`config.mk`:
```
export PLATFORM = sky130hd
export DESIGN_NAME = threshold_unit_mc
export DESIGN_NICKNAME = d
export VERILOG_FILES = /design/src/rtl/threshold_unit_mc.sv
export SDC_FILE = /design/constraint.sdc
export NUM_CORES = 1
export LEC_CHECK = 0
export CORE_MARGIN = 5
export CORE_UTILIZATION = 55
export CTS_CLUSTER_SIZE = 16
export DETAILED_ROUTE_END_ITERATION = 8
export GPL_TIMING_DRIVEN = 0
export PLACE_DENSITY_LB_ADDON = 0.3
export SLEW_MARGIN = 40
export SYNTH_ARGS = -nofsm -noshare
export SYNTH_HDL_FRONTEND = slang
export SYNTH_SLANG_ARGS = --single-unit
```
`constraint.sdc`:
```
create_clock -name clk -period 6.6 [get_ports clk]
set_clock_uncertainty 0.15 [all_clocks]
set_input_delay 0.99 -clock clk [delete_from_list [all_inputs] [get_ports clk]]
set_output_delay 0.99 -clock clk [all_outputs]
set_load 0.1 [all_outputs]
```
`src/rtl/threshold_unit_mc.sv`:
```
// threshold_unit_mc
// Time-multiplexed multi-channel spike generator. Each accepted
// (channel, potential) sample is compared against that channel's effective
// threshold. The unit keeps a refractory counter for each channel and
// registers one result per sample behind a valid/ready output stage.
//
// Build option: define THRESHOLD_ADAPT_EN to add a per-channel adaptive
// threshold offset. When the macro is undefined, the offset registers are
// not generated. The ports are identical in both builds.
module threshold_unit_mc #(
  parameter int DATA_WIDTH   = 16,
  parameter int NUM_CHANNELS = 8,
  parameter int CH_W         = 3,
  parameter int REFRAC_WIDTH = 4,
  parameter int THR_INC      = 4,
  parameter int THR_MAX_OFF  = 64
) (
  input  logic                          clk,
  input  logic                          rst,
  input  logic signed [DATA_WIDTH-1:0]  cfg_threshold,
  input  logic [REFRAC_WIDTH-1:0]       cfg_refrac,
  input  logic                          in_valid,
  output logic                          in_ready,
  input  logic [CH_W-1:0]               in_chan,
  input  logic signed [DATA_WIDTH-1:0]  in_potential,
  output logic                          out_valid,
  input  logic                          out_ready,
  output logic [CH_W-1:0]               out_chan,
  output logic                          out_spike
);

  // Output register stage
  logic                    r_out_valid;
  logic [CH_W-1:0]         r_out_chan;
  logic                    r_out_spike;

  // Handshake and per-sample decision
  logic                    w_accept;
  logic                    w_chan_ok;
  logic                    w_spike;
  logic [REFRAC_WIDTH-1:0] w_rc_sel;
  logic [REFRAC_WIDTH-1:0] w_rc_all [NUM_CHANNELS];

  // Compare operands, one bit wider than the data so nothing can wrap
  logic signed [DATA_WIDTH:0] w_pot_ext;
  logic signed [DATA_WIDTH:0] w_thr_base;
  logic signed [DATA_WIDTH:0] w_thr_eff;

  // There is a single output register and no skid buffer. A new sample is
  // accepted only when that register is empty or is being drained.
  assign in_ready  = !r_out_valid || out_ready;
  assign w_accept  = in_valid && in_ready;

  // Out-of-range channel indices are still accepted. They never fire and
  // never change any channel state.
  assign w_chan_ok = ({1'b0, in_chan} < (CH_W+1)'(NUM_CHANNELS));

  assign w_pot_ext  = {in_potential[DATA_WIDTH-1], in_potential};
  assign w_thr_base = {cfg_threshold[DATA_WIDTH-1], cfg_threshold};

  // Mux the addressed channel's refractory count; 0 for an invalid channel
  always_comb begin
    w_rc_sel = '0;
    for (int c = 0; c < NUM_CHANNELS; c++) begin
      if (in_chan == CH_W'(c)) begin
        w_rc_sel = w_rc_all[c];
      end
    end
  end

`ifdef THRESHOLD_ADAPT_EN
  localparam int OFF_W = $clog2(THR_MAX_OFF + 1);

  logic [OFF_W-1:0] w_off_sel;
  logic [OFF_W-1:0] w_off_all [NUM_CHANNELS];

  // Mux the addressed channel's adaptive offset
  always_comb begin
    w_off_sel = '0;
    for (int c = 0; c < NUM_CHANNELS; c++) begin
      if (in_chan == CH_W'(c)) begin
        w_off_sel = w_off_all[c];
      end
    end
  end

  // The offset is unsigned. It is zero-extended and added to the base threshold.
  assign w_thr_eff = w_thr_base + $signed({{(DATA_WIDTH+1-OFF_W){1'b0}}, w_off_sel});
`else
  // These parameters only size the adaptive logic, which is absent in this build
  logic w_unused_adapt_params;
  assign w_unused_adapt_params = (THR_INC != 0) ^ (THR_MAX_OFF != 0);

  assign w_thr_eff = w_thr_base;
`endif

  // A refractory channel never fires; otherwise signed compare, equality fires
  assign w_spike = w_chan_ok && (w_rc_sel == '0) && (w_pot_ext >= w_thr_eff);

  genvar gi;
  generate
    for (gi = 0; gi < NUM_CHANNELS; gi++) begin : g_ch
      logic [REFRAC_WIDTH-1:0] r_rc;
      logic                    w_hit;

      assign w_hit = w_accept && w_chan_ok && (in_chan == CH_W'(gi));

      // Refractory counter: count down once per accepted sample, reload on a spike
      always_ff @(posedge clk) begin
        if (rst) begin
          r_rc <= '0;
        end else if (w_hit) begin
          if (r_rc != '0) begin
            r_rc <= r_rc - REFRAC_WIDTH'(1);
          end else if (w_spike) begin
            r_rc <= cfg_refrac;
          end
        end
      end

      assign w_rc_all[gi] = r_rc;

`ifdef THRESHOLD_ADAPT_EN
      logic [OFF_W-1:0] r_off;

      // Adaptive offset: saturating bump on a spike, decay by one otherwise
      always_ff @(posedge clk) begin
        if (rst) begin
          r_off <= '0;
        end else if (w_hit) begin
          if (w_spike) begin
            if (int'(r_off) + THR_INC >= THR_MAX_OFF) begin
              r_off <= OFF_W'(THR_MAX_OFF);
            end else begin
              r_off <= r_off + OFF_W'(THR_INC);
            end
          end else if (r_off != '0) begin
            r_off <= r_off - OFF_W'(1);
          end
        end
      end

      assign w_off_all[gi] = r_off;
`endif
    end
  endgenerate

  // Output register: load on accept, clear on drain, hold while stalled
  always_ff @(posedge clk) begin
    if (rst) begin
      r_out_valid <= 1'b0;
      r_out_chan  <= '0;
      r_out_spike <= 1'b0;
    end else if (w_accept) begin
      r_out_valid <= 1'b1;
      r_out_chan  <= in_chan;
      r_out_spike <= w_spike;
    end else if (out_ready) begin
      r_out_valid <= 1'b0;
    end
  end

  assign out_valid = r_out_valid;
  assign out_chan  = r_out_chan;
  assign out_spike = r_out_spike;

endmodule

```
# Word level (Yosys, flattened, before mapping)
# Cells that the tools add are included.
word_totals:
  out_inout_bits: 6
  register_bits: 37
  input_bits: 43
op_classes:
  mux: 19
  n_addsub: 8
  n_lt_le_gt_ge: 1
  eq_ne: 7
  n_reduce_logical: 39
ops:
  columns: ["op", "n"]
  rows:
  - ["4-bit two-way mux", 17]
  - ["4-bit nonzero test", 8]
  - ["4-bit by 1-bit subtractor with 4-bit output, second input constant", 8]
  - ["2-bit nonzero test", 9]
  - ["16-bit greater-or-equal comparator", 1]
  - ["2-bit AND reduction", 8]
  - ["3-bit equality test, second input constant", 4]
  - ["1-bit logical AND", 10]
  - ["3-bit by 2-bit equality test with 1-bit output, second input constant", 2]
  - ["4-bit zero test", 1]
  - ["3-bit by 1-bit equality test with 1-bit output, second input constant", 1]
  - ["3-bit zero test", 1]
  - ["1-bit two-way mux", 2]
  - ["1-bit zero test", 1]
  - ["1-bit logical OR", 1]

# Logic depth before layout (Yosys ltp)
# Gate-level depths: netlist of the first run.
depth:
  word_depth: 13
  depth_mapped: 10
  ltp_nobuf: 9

# Worst setup path after synthesis of the first run
# Ideal clock, no wire load.
synth_timing:
  path_type: "input -> register"
  from: "in out_ready"
  to: "reg g_ch[2].r_rc[3]"
  arrival_ns: 3.293
  setup_slack_ns: 3.070
  n_path_buf: 0
  path_stages: 7
  required_time_ns: 6.363
  path_cell_list: "nand2b_1 nand3_1 nor3_1 nand2_1 mux2i_1 or2_2 o31ai_1"
synth_between:
  elab_chain_cells: 4
synth_rtl:
  columns: ["item", "line_no", "text"]
  rows:
  - ["from (decl)", "27", "input logic out_ready,"]
  - ["1-bit logical OR", "51", "assign in_ready = !r_out_valid || out_ready;"]
  - ["1-bit logical AND", "52", "assign w_accept = in_valid && in_ready;"]
  - ["1-bit logical AND", "106", "assign w_hit = w_accept && w_chan_ok && (in_chan == CH_W'(gi));"]
  - ["2-bit AND reduction (no line)", null, null]
  - ["to (signal assigned)", "114", "r_rc <= r_rc - REFRAC_WIDTH'(1);"]
  - ["to (signal assigned)", "116", "r_rc <= cfg_refrac;"]
  - ["to (decl)", "103", "logic [REFRAC_WIDTH-1:0] r_rc;"]
# Every way passes these cells.
# A chain may end at the register's enable or synchronous reset.

# Worst setup path in the final report of the first run
layout_timing:
  from: "in in_chan[0]"
  to: "reg g_ch[7].r_rc[0]"
layout_between:
  elab_chain_cells: 13
  word_cells_on_any_way: 21
  cone_classes: "eq/ne (7); mux (8); reduce/logical (6)"
layout_rtl:
  columns: ["item", "line_no", "text"]
  rows:
  - ["from (decl)", "24", "input logic [CH_W-1:0] in_chan,"]
  - ["3-bit zero test", "65", "if (in_chan == CH_W'(c)) begin"]
  - ["4-bit two-way mux (8 in series)", "65", null]
  - ["4-bit zero test", "98", "assign w_spike = w_chan_ok && (w_rc_sel == '0) && (w_pot_ext >= w_thr_eff);"]
  - ["1-bit logical AND", "98", null]
  - ["2-bit nonzero test (no line)", null, null]
  - ["2-bit AND reduction (no line) (*)", null, null]
  - ["to (signal assigned)", "114", null]
  - ["to (signal assigned)", "116", null]
  - ["to (decl)", "103", null]
# Mark *: on every way between the ends. The rest lies on a longest branch, timed or not.

==> impl_results.md, run 1 <==
* # DRC at 0
* Slew Viols, Final at 0
* Fin nets at ~470
* Clk Latency, worst-skew pair at about 0.30 ns
* Worst-Margin Slew at about 0.8 ns
* Count leader, synth: inv_1
* Post-cts repair resize count at 0
* Post-Syn Nets at about 420
* RD Place Congestion at ~0.85
* Final Setup Violations at 0
* Io pins at 49
* Clock tree from TritonCTS: done
* Outcome: complete, no violations
* Routed WL at a little under 8000 µm
* Clock root cell: clkbuf_8
* Post-synth top area cell: dfxtp_1
* #FFs+latches synth at 37
* TritonCTS buffer count at 5
* Relative slew margins at 0.458
* 1st-pass router iterations at 5
* ANT cells at 0
* Core box area at between 4000 and 5000 µm²
* Critical Path RT at between 6 and 7 ns
* Port bufs at between 40 and 50
* Row count at 25
* First-pass GRT wire length at around 13000 µm
* Overall Global Routing Usage at 0.249
* Critical-path maximum fanout at 8
* Top post-synthesis cells by area: dfxtp_1 28%, ha_1 11%, inv_1 5.9%
* CP Launch Type: primary input
* Worst Hold Class: reg2reg
* Fin crit share at 0.558
* Detail Route Antenna Nets at 0
* Peak Freq at between 200 and 300 MHz
* Top_reg_cell synth: dfxtp_1
* Largest net degree at the start of global routing at 13
* Arr. time, crit path at between 3 and 4 ns
* Average wire per standard cell at 16.4 µm
* Register Area at between 700 and 800 µm²
* Initial antenna violation count at 0
* Multi-input logic area at ~1700 µm²
* Sequential area share after synthesis at 0.278
* Layout cell share with drive strength beyond 1 at 0.0716
* Sum of negative setup slack at 0 ns
* FFs w/ async S/R, synth at 0
* Clock Pin Slew Worst Setup and Hold Paths at ~0.08 ns
* Bufs on Longest Clock Path at 2
* Pwr dens at about 180 nW/µm²
* Initial core utilization at 0.564
* Syn-to-layout area delta at 25.1%
* Die height at approximately 80 µm
* Unique masters post-synth at 48
* Die width at about 80 µm
* Hold buffer count at CTS at 0
* H-tree depth at 2
* RSZ-0062 raised after global routing: no
* Fill cell count at 387
* Total chip power at approximately 0.00061 W
* DP Wirelength at 5570 µm
* VDD IR max at 0.151 mV
* Vias at 2876
* DR iter-0 viols at about 340
* Min Tclk post-route at roughly 3.7 ns
* Grt total ovfl at 0
* Cell Area, Synth at between 2000 and 3000 µm²
* Vias in the first global route at ~2800
* Post-synth top cells: 42 x inv_1, 38 x nor2_1, 37 x dfxtp_1
* CP Capture Type: flip-flop
* Yosys top cell area share at 0.278
* Syn Inst Count at between 300 and 400
* Post-CTS setup buffer count at 0
* Post-synth EDFFs at 0
* Clock Sinks at 37
* Vias per inst at just over 6
* WS Path Type: in2reg
* Max Cap Violations at 0
* Synthesis warning total at 0
* Die Area at between 6000 and 7000 µm²
* Final hold viol count at 0
* Syn_area_per_cell at 7.61 µm²
* Leakage power at between 1 and 1.5 nW
-- cells in the final DEF (no fill, tap or decap), types with 2 or more instances in the layout --
cell | netlist | final
or2_2 | 3 | 3
clkbuf_8 | 0 | 5
o211a_1 | 3 | 3
inv_1 | 42 | 42
ha_1 | 24 | 24
o21ai_0 | 9 | 9
nand2_1 | 31 | 31
bufinv_16 | 0 | 2
nor4b_1 | 2 | 2
a311oi_1 | 5 | 5
o311a_1 | 9 | 9
a31oi_1 | 4 | 4
a211oi_1 | 4 | 4
nand4_1 | 7 | 7
a21oi_1 | 29 | 29
o31ai_1 | 3 | 3
nand3_1 | 13 | 13
clkbuf_1 | 5 | 5
nor3_2 | 2 | 3
or3_1 | 2 | 2
dfxtp_1 | 37 | 37
and3_1 | 3 | 3
o21a_1 | 7 | 7
clkdlybuf4s50_1 | 0 | 41
nor4_1 | 8 | 7
a221oi_1 | 4 | 4
nand2b_1 | 4 | 4
nor2_1 | 38 | 38
o211ai_1 | 9 | 9
xnor2_1 | 2 | 2
xor2_1 | 2 | 2
nor3_1 | 18 | 17
a211o_1 | 3 | 3
buf_2 | 1 | 7
-- kinds of logic after synthesis --
group,share of synthesized area
adders and majority gates,0.113
xor gates and xnor gates,0.0131
DFF,0.278
AOI/OAI and AO/OA,0.258
buffers and inverters,0.0751
and+or+nand+nor,0.251
muxes,0.0122
-- final timing paths --
path	from	to	cells past startpoint	slack, ns
setup / recovery	in_chan[0]	g_ch[7].r_rc[0]	8	2.91
hold / removal	out_chan[0]	out_chan[0]	2	0.32
hold reg to reg	out_chan[0]	out_chan[0]	2	0.32
setup reg to reg	g_ch[4].r_rc[0]	g_ch[7].r_rc[0]	7	4.09
-- final cells by class --
type / count / area share
Multi-Input combinational cell: 263 / 0.520
Timing Repair Buffer: 47 / 0.132
Inverter: 42 / 0.0473
Clock buffer: 5 / 0.0206
Clock inverter: 3 / 0.0195
Buffer: 8 / 0.0128
Sequential cell: 37 / 0.222
Tap cell: 67 / 0.0251
-- per-layer routing --
metal	up-vias	wire, µm	GRT usage
met1	1305	3360	0.307
met2	150	3590	0.427
met4	0	166	0.0962
li1	1397	-	-
met5	-	0	0
met3	24	622	0.0451
-- sequential cells by signal (all words and copies together) (netlist names) --
name / flops
out_spike: 1
out_valid: 1
g_ch.r_rc: 32
out_chan: 3
-- power breakdown --
group / switching, W / internal [W] / leakage (nW) / total, W
clock network: 0.0000880 / 0.000150 / 0.0681 / 0.000238
logic: 0.0000877 / 0.0000561 / 1.02 / 0.000144
registers: 0.00000421 / 0.000228 / 0.299 / 0.000232
total: 0.000180 / 0.000434 / 1.39 / 0.000614
-- stage by stage --
step / setup slack, ns / area [µm²] / utilization / hold slack, ns / instances
after floorplan: 3.07 / 2670 / - / 0.294 / 350
after global placement: 2.61 / 3220 / 0.682 / 0.308 / 464
after detailed placement: 2.77 / 3190 / 0.675 / 0.308 / 464
after CTS: 3.08 / 3320 / 0.704 / 0.320 / 472
after global routing: 2.89 / 3330 / 0.706 / 0.334 / 472
final: 2.91 / 3330 / 0.706 / 0.321 / 472
-- worst max-delay path, cell delays in order --
cell and delay, ns:
clkdlybuf4s50_1 0.60, nand2b_1 0.35, nor3_1 0.26, a22oi_1 0.14, o311a_4 0.37, nor3_2 0.63
o211ai_1 0.20, o311a_1 0.17
Note: power is estimated with default switching activity, not from simulation.
==> run 2, diff against run 1 <==
--- a/config.mk
+++ b/config.mk
@@ -6,7 +6,7 @@
 export NUM_CORES = 1
 export LEC_CHECK = 0
 export CORE_MARGIN = 5
-export CORE_UTILIZATION = 55
+export CORE_UTILIZATION = 48
 export CTS_CLUSTER_SIZE = 16
 export DETAILED_ROUTE_END_ITERATION = 8
 export GPL_TIMING_DRIVEN = 0
==> constraint.sdc (replaced) <==
create_clock -name clk -period 3.06 [get_ports clk]
set_clock_uncertainty 0.15 [all_clocks]
set_input_delay 0.459 -clock clk [delete_from_list [all_inputs] [get_ports clk]]
set_output_delay 0.459 -clock clk [all_outputs]
set_load 0.1 [all_outputs]
==> run 2 against run 1 <==
Against the previous run:
- flip-flop and latch count unchanged
- utilization down 10 points
- first-iteration DRC count down 23%
- design area down 1.1%
- global-route usage down 4.1 points
- hold slack worse by 0.011 ns
- sequential power up 120%
- die area up 13%
- worst setup slack worse by 2.8 ns
- sequential share of layout area up 0.24 points
- power up 89%
- combinational power up 120%
- critical endpoint is now g_ch[6].r_rc[0]
==> impl_results.md, run 2 (synthesis results as in run 1) <==
* Outcome: complete, no violations
* # DRC at 0
* VDD IR max at ~0.22 mV
* Arr. time, crit path at about 3 ns
* Die width at between 80 and 90 µm
* Register Area at ~740 µm²
* Vias per inst at just under 6
* Initial antenna violation count at 0
* Multi-input logic area at about 1700 µm²
* H-tree depth at 2
* Io pins at 49
* Die Area at between 7000 and 8000 µm²
* 1st-pass router iterations at 4
* Max Cap Violations at 0
* Setup ws final at between 0.1 and 0.15 ns
* CP Launch Type: primary input
* Placed Cells at 469
* Commonest non-fill, non-tap cell in the layout: inv_1
* Bufs on Longest Clock Path at 2
* Post-Place Setup Slack at -0.210 ns
* Relative slew margins at 0.425
* Fin nets at around 470
* Port bufs at 47
* Layout cell share with drive strength beyond 1 at 0.0644
* Fin crit share at 0.952
* Clock Pin Slew Worst Setup and Hold Paths at roughly 0.07 ns
* Die height at roughly 85 µm
* Grt total ovfl at 0
* Worst-Margin Slew at between 0.8 and 0.9 ns
* DP Wirelength at about 5400 µm
* Fill cell count at slightly below 500
* Row count at 27
* Vias in the first global route at about 2700
* TritonCTS buffer count at 5
* Slew Viols, Final at 0
* Clock root cell: clkbuf_8
* Syn-to-layout area delta at 23.8%
* Min Tclk post-route at slightly below 3 ns
* Core box area at ~5400 µm²
* Max reg flops at 32
* RD Place Congestion at about 0.88
* Leakage power at roughly 1.4 nW
* Vias at roughly 2800
* Clock tree from TritonCTS: done
* CP Capture Type: flip-flop
* Pwr dens at ~350 nW/µm²
* Average wire per standard cell at roughly 15 µm
* Final hold viol count at 0
* Initial core utilization at 0.490
* WS Path Type: in2reg
* Sum of negative setup slack at 0 ns
* Peak Freq at ~340 MHz
* Top reg by flops: g_ch.r_rc
* First-pass GRT wire length at 12200 µm
* Final Non-Filler Cells at ~480
* Routed WL at around 7300 µm
* Hold slack at roughly 0.31 ns
* DR iter-0 viols at between 200 and 300
* Largest net degree at the start of global routing at 11
* ANT cells at 0
* Critical Path RT at a little over 3 ns
* Worst Hold Class: reg2reg
* Critical-path maximum fanout at 8
* Overall Global Routing Usage at 0.208
* Final Setup Violations at 0
* Commonest cells after routing, fill and taps aside: 42 x inv_1, 41 x clkdlybuf4s50_1, 38 x nor2_1
* Clk Latency, worst-skew pair at around 0.29 ns
* Clock Sinks at 37
* Detail Route Antenna Nets at 0
* RSZ-0062 raised after global routing: no
[run 2: critical path: stages]
cell	delay (ns)
clkdlybuf4s50_1	0.47
inv_1	0.04
ha_1	0.31
a21oi_1	0.16
a211o_1	0.13
a31oi_1	0.11
a211oi_4	0.46
nor2_4	0.13
and2_1	0.20
buf_6	0.15
o311a_1	0.32
[run 2: what timing repair did]
| item | in CTS | in global routing |
|---|---|---|
| resized for setup | 0 | 2 |
| setup endpoints to repair | 0 | 8 |
| setup buffers | 0 | 0 |
| hold buffers | 0 | 0 |
[run 2: layout make-up]
cell class	count	share of cell area
sequential	37	0.225
multi-input combinational	263	0.528
tap	72	0.0273
timing repair buffer	47	0.134
buffer	8	0.0129
clock buffer	7	0.0262
inverter	42	0.0478
[run 2: path summary, 6_finish.rpt]
check | to | cells after the start | slack, ns | from
worst max-delay path | g_ch[6].r_rc[0] | 11 | 0.15 | cfg_threshold[6]
worst min-delay path | out_chan[2] | 2 | 0.31 | out_chan[2]
worst max register to register | g_ch[0].r_rc[1] | 7 | 0.64 | out_valid
worst min register to register | out_chan[2] | 2 | 0.31 | out_chan[2]
[run 2: power breakdown]
part	total (W)	switching [W]	internal [W]	leakage (nW)
clock	0.000351	0.000172	0.000179	0.0443
combinational	0.000310	0.000187	0.000122	1.02
sequential	0.000501	0.00000888	0.000492	0.299
total	0.00116	0.000368	0.000793	1.37
[run 2: layer usage]
layer / global-route usage / routed length [µm]
met1: 0.262 / 3200
met2: 0.351 / 3380
met3: 0.0471 / 594
met4: 0.0691 / 110
met5: 0 / 0
[run 2: through the flow]
stage / cell area, µm² / utilization / total power [W]
after CTS: 3280 / 0.604 / 0.00116
final: 3300 / 0.606 / 0.00116
after detailed placement: 3200 / 0.588 / 0.000815
after global placement: 3230 / 0.594 / 0.000814
after global routing: 3300 / 0.606 / 0.00121
after floorplan: 2670 / - / 0.000699
==> run 3, diff against run 2 <==
--- a/config.mk
+++ b/config.mk
@@ -5,7 +5,6 @@
 export SDC_FILE = /design/constraint.sdc
 export NUM_CORES = 1
 export LEC_CHECK = 0
-export CORE_MARGIN = 5
 export CORE_UTILIZATION = 48
 export CTS_CLUSTER_SIZE = 16
 export DETAILED_ROUTE_END_ITERATION = 8
@@ -15,3 +14,4 @@
 export SYNTH_ARGS = -nofsm -noshare
 export SYNTH_HDL_FRONTEND = slang
 export SYNTH_SLANG_ARGS = --single-unit
+export TNS_END_PERCENT = 10
==> run 3 against run 2 <==
Against the previous run:
- sequential power about the same
- cell count down 0.42%
- combinational power about the same
- clock power about the same
- non-clock buffer count stayed put
- routed wire length down 0.15%
- die area decreased by 18%
- worst setup slack got worse by 0.077 ns
- clock-buffer cell count unchanged
- hold slack worse by 0.0026 ns
- utilization increased by 2.5 points
- critical path type unchanged
==> impl_results.md, run 3 (synthesis results as in run 1) <==
* # DRC at 0
* Initial antenna violation count at 0
* Vias per inst at between 5 and 6
* Clock Pin Slew Worst Setup and Hold Paths at 0.07 ns
* Pwr dens at 352 nW/µm²
* Largest net degree at the start of global routing at 11
* Max Used Layer: met4
* Fin util at 0.631
* Critical-path maximum fanout at 7
* Routed WL at about 7300 µm
* Commonest cells after routing, fill and taps aside: 42 x inv_1, 41 x clkdlybuf4s50_1, 38 x nor2_1
* Sum of negative setup slack at 0 ns
* Initial core utilization at 0.509
* Core box area at around 5200 µm²
* Arr. time, crit path at ~3 ns
* Clock root cell: clkbuf_8
* Fill cell count at about 460
* Clk Latency, worst-skew pair at ~0.30 ns
* Overall Global Routing Usage at 0.251
* CP Launch Type: primary input
* 1st-pass router iterations at 5
* Min Tclk post-route at 2.99 ns
* Die width at around 77 µm
* Worst-Margin Slew at roughly 0.72 ns
* Grt total ovfl at 0
* Outcome: complete, no violations
* R2R depth at 7
* Final Setup Violations at 0
* Vias at ~2800
* Leakage power at ~1.4 nW
* RSZ-0062 raised after global routing: no
* Bufs on Longest Clock Path at 2
* Slew Viols, Final at 0
* Clock Sinks at 37
* Average wire per standard cell at about 15 µm
* Met3 WL at roughly 560 µm
* WS Path Type: in2reg
* Detail Route Antenna Nets at 0
* Max reg flops at 32
* Max Cap Violations at 0
* Fin nets at 471
* Final hold viol count at 0
* DR iter-0 viols at 210
* ANT cells at 0
* H-tree depth at 2
* Relative slew margins at 0.519
* First-pass GRT wire length at around 12000 µm
* Clock tree from TritonCTS: done
* VDD IR max at approximately 0.24 mV
* Die height at 76.5 µm
* CP Capture Type: flip-flop
* Port bufs at 47
* Total chip power at 0.00116 W
* Commonest non-fill, non-tap cell in the layout: inv_1
* Top reg by flops: g_ch.r_rc
* Syn-to-layout area delta at 24.1%
* Worst Hold Class: reg2reg
* Critical Path RT at about 3.1 ns
* Vias in the first global route at about 2500
* Peak Freq at roughly 330 MHz
* RD Place Congestion at ~0.88
* Row count at 26
* Layout cell share with drive strength beyond 1 at 0.0693
* Hold slack at 0.307 ns
* Fin crit share at 0.977
* Hold depth at 2
* TritonCTS buffer count at 5
* Routed length on met2 at around 3300 µm
* Io pins at 49
* DP Wirelength at 5230 µm
* Wire length on met1 at ~3200 µm
* Die Area at 5850 µm²
[run 3: cell types whose count changed in the layout (fill, tap and decap cells not counted)]
| cell | before | now |
|---|---|---|
| nor3_1 | 18 | 17 |
| nor3_2 | 1 | 2 |
| nor4_1 | 8 | 7 |
| nor4_2 | 0 | 1 |
[run 3: metrics by stage]
| step | instance area, µm² | worst slack (ns) | cells |
|---|---|---|---|
| final | 3310 | 0.0708 | 474 |
| after global routing | 3310 | 0.0105 | 474 |
| after CTS | 3280 | 0.104 | 474 |
| after detailed placement | 3200 | -0.195 | 467 |
| after global placement | 3230 | -0.175 | 467 |
| after floorplan | 2670 | 0.152 | 350 |
[run 3: final cells by class]
class	instances	area, µm²	area share
Buffer	8	42.5	0.0129
Clock buffer	7	86.3	0.0261
Inverter	42	158	0.0477
Multi-Input combinational cell	263	1750	0.530
Sequential cell	37	741	0.224
Tap cell	70	87.6	0.0265
Timing Repair Buffer	47	440	0.133
[run 3: routing by layer]
metal	vias to the layer above	track usage
met5	-	0
li1	1389	-
met4	0	0.123
met2	137	0.416
met3	17	0.0467
met1	1225	0.311
[run 3: final timing paths]
check / from / endpoint / slack, ns
setup reg to reg: g_ch[1].r_rc[3] / g_ch[1].r_rc[1] / 0.59
hold / removal: out_chan[1] / out_chan[1] / 0.31
setup / recovery: in_chan[0] / g_ch[1].r_rc[1] / 0.07
hold reg to reg: out_chan[1] / out_chan[1] / 0.31
[run 3: timing repair]
item | CTS | global route
endpoints found under the setup margin | 0 | 7
hold buffers | 0 | 0
resized for setup | 0 | 2
setup buffers | 0 | 0
[run 3: power by group]
group	internal [W]	switching, W	total [W]
sequential	0.000492	0.00000887	0.000501
combinational	0.000123	0.000191	0.000313
clock	0.000179	0.000171	0.000349
total	0.000793	0.000370	0.00116
[run 3: worst max-delay path: stages]
cell and delay [ns]:
clkdlybuf4s50_1 0.61, nand2b_1 0.32, nor3_1 0.21, a22oi_1 0.13
o311a_4 0.39, nor3_2 0.56, nand4_1 0.17, o211a_1 0.16
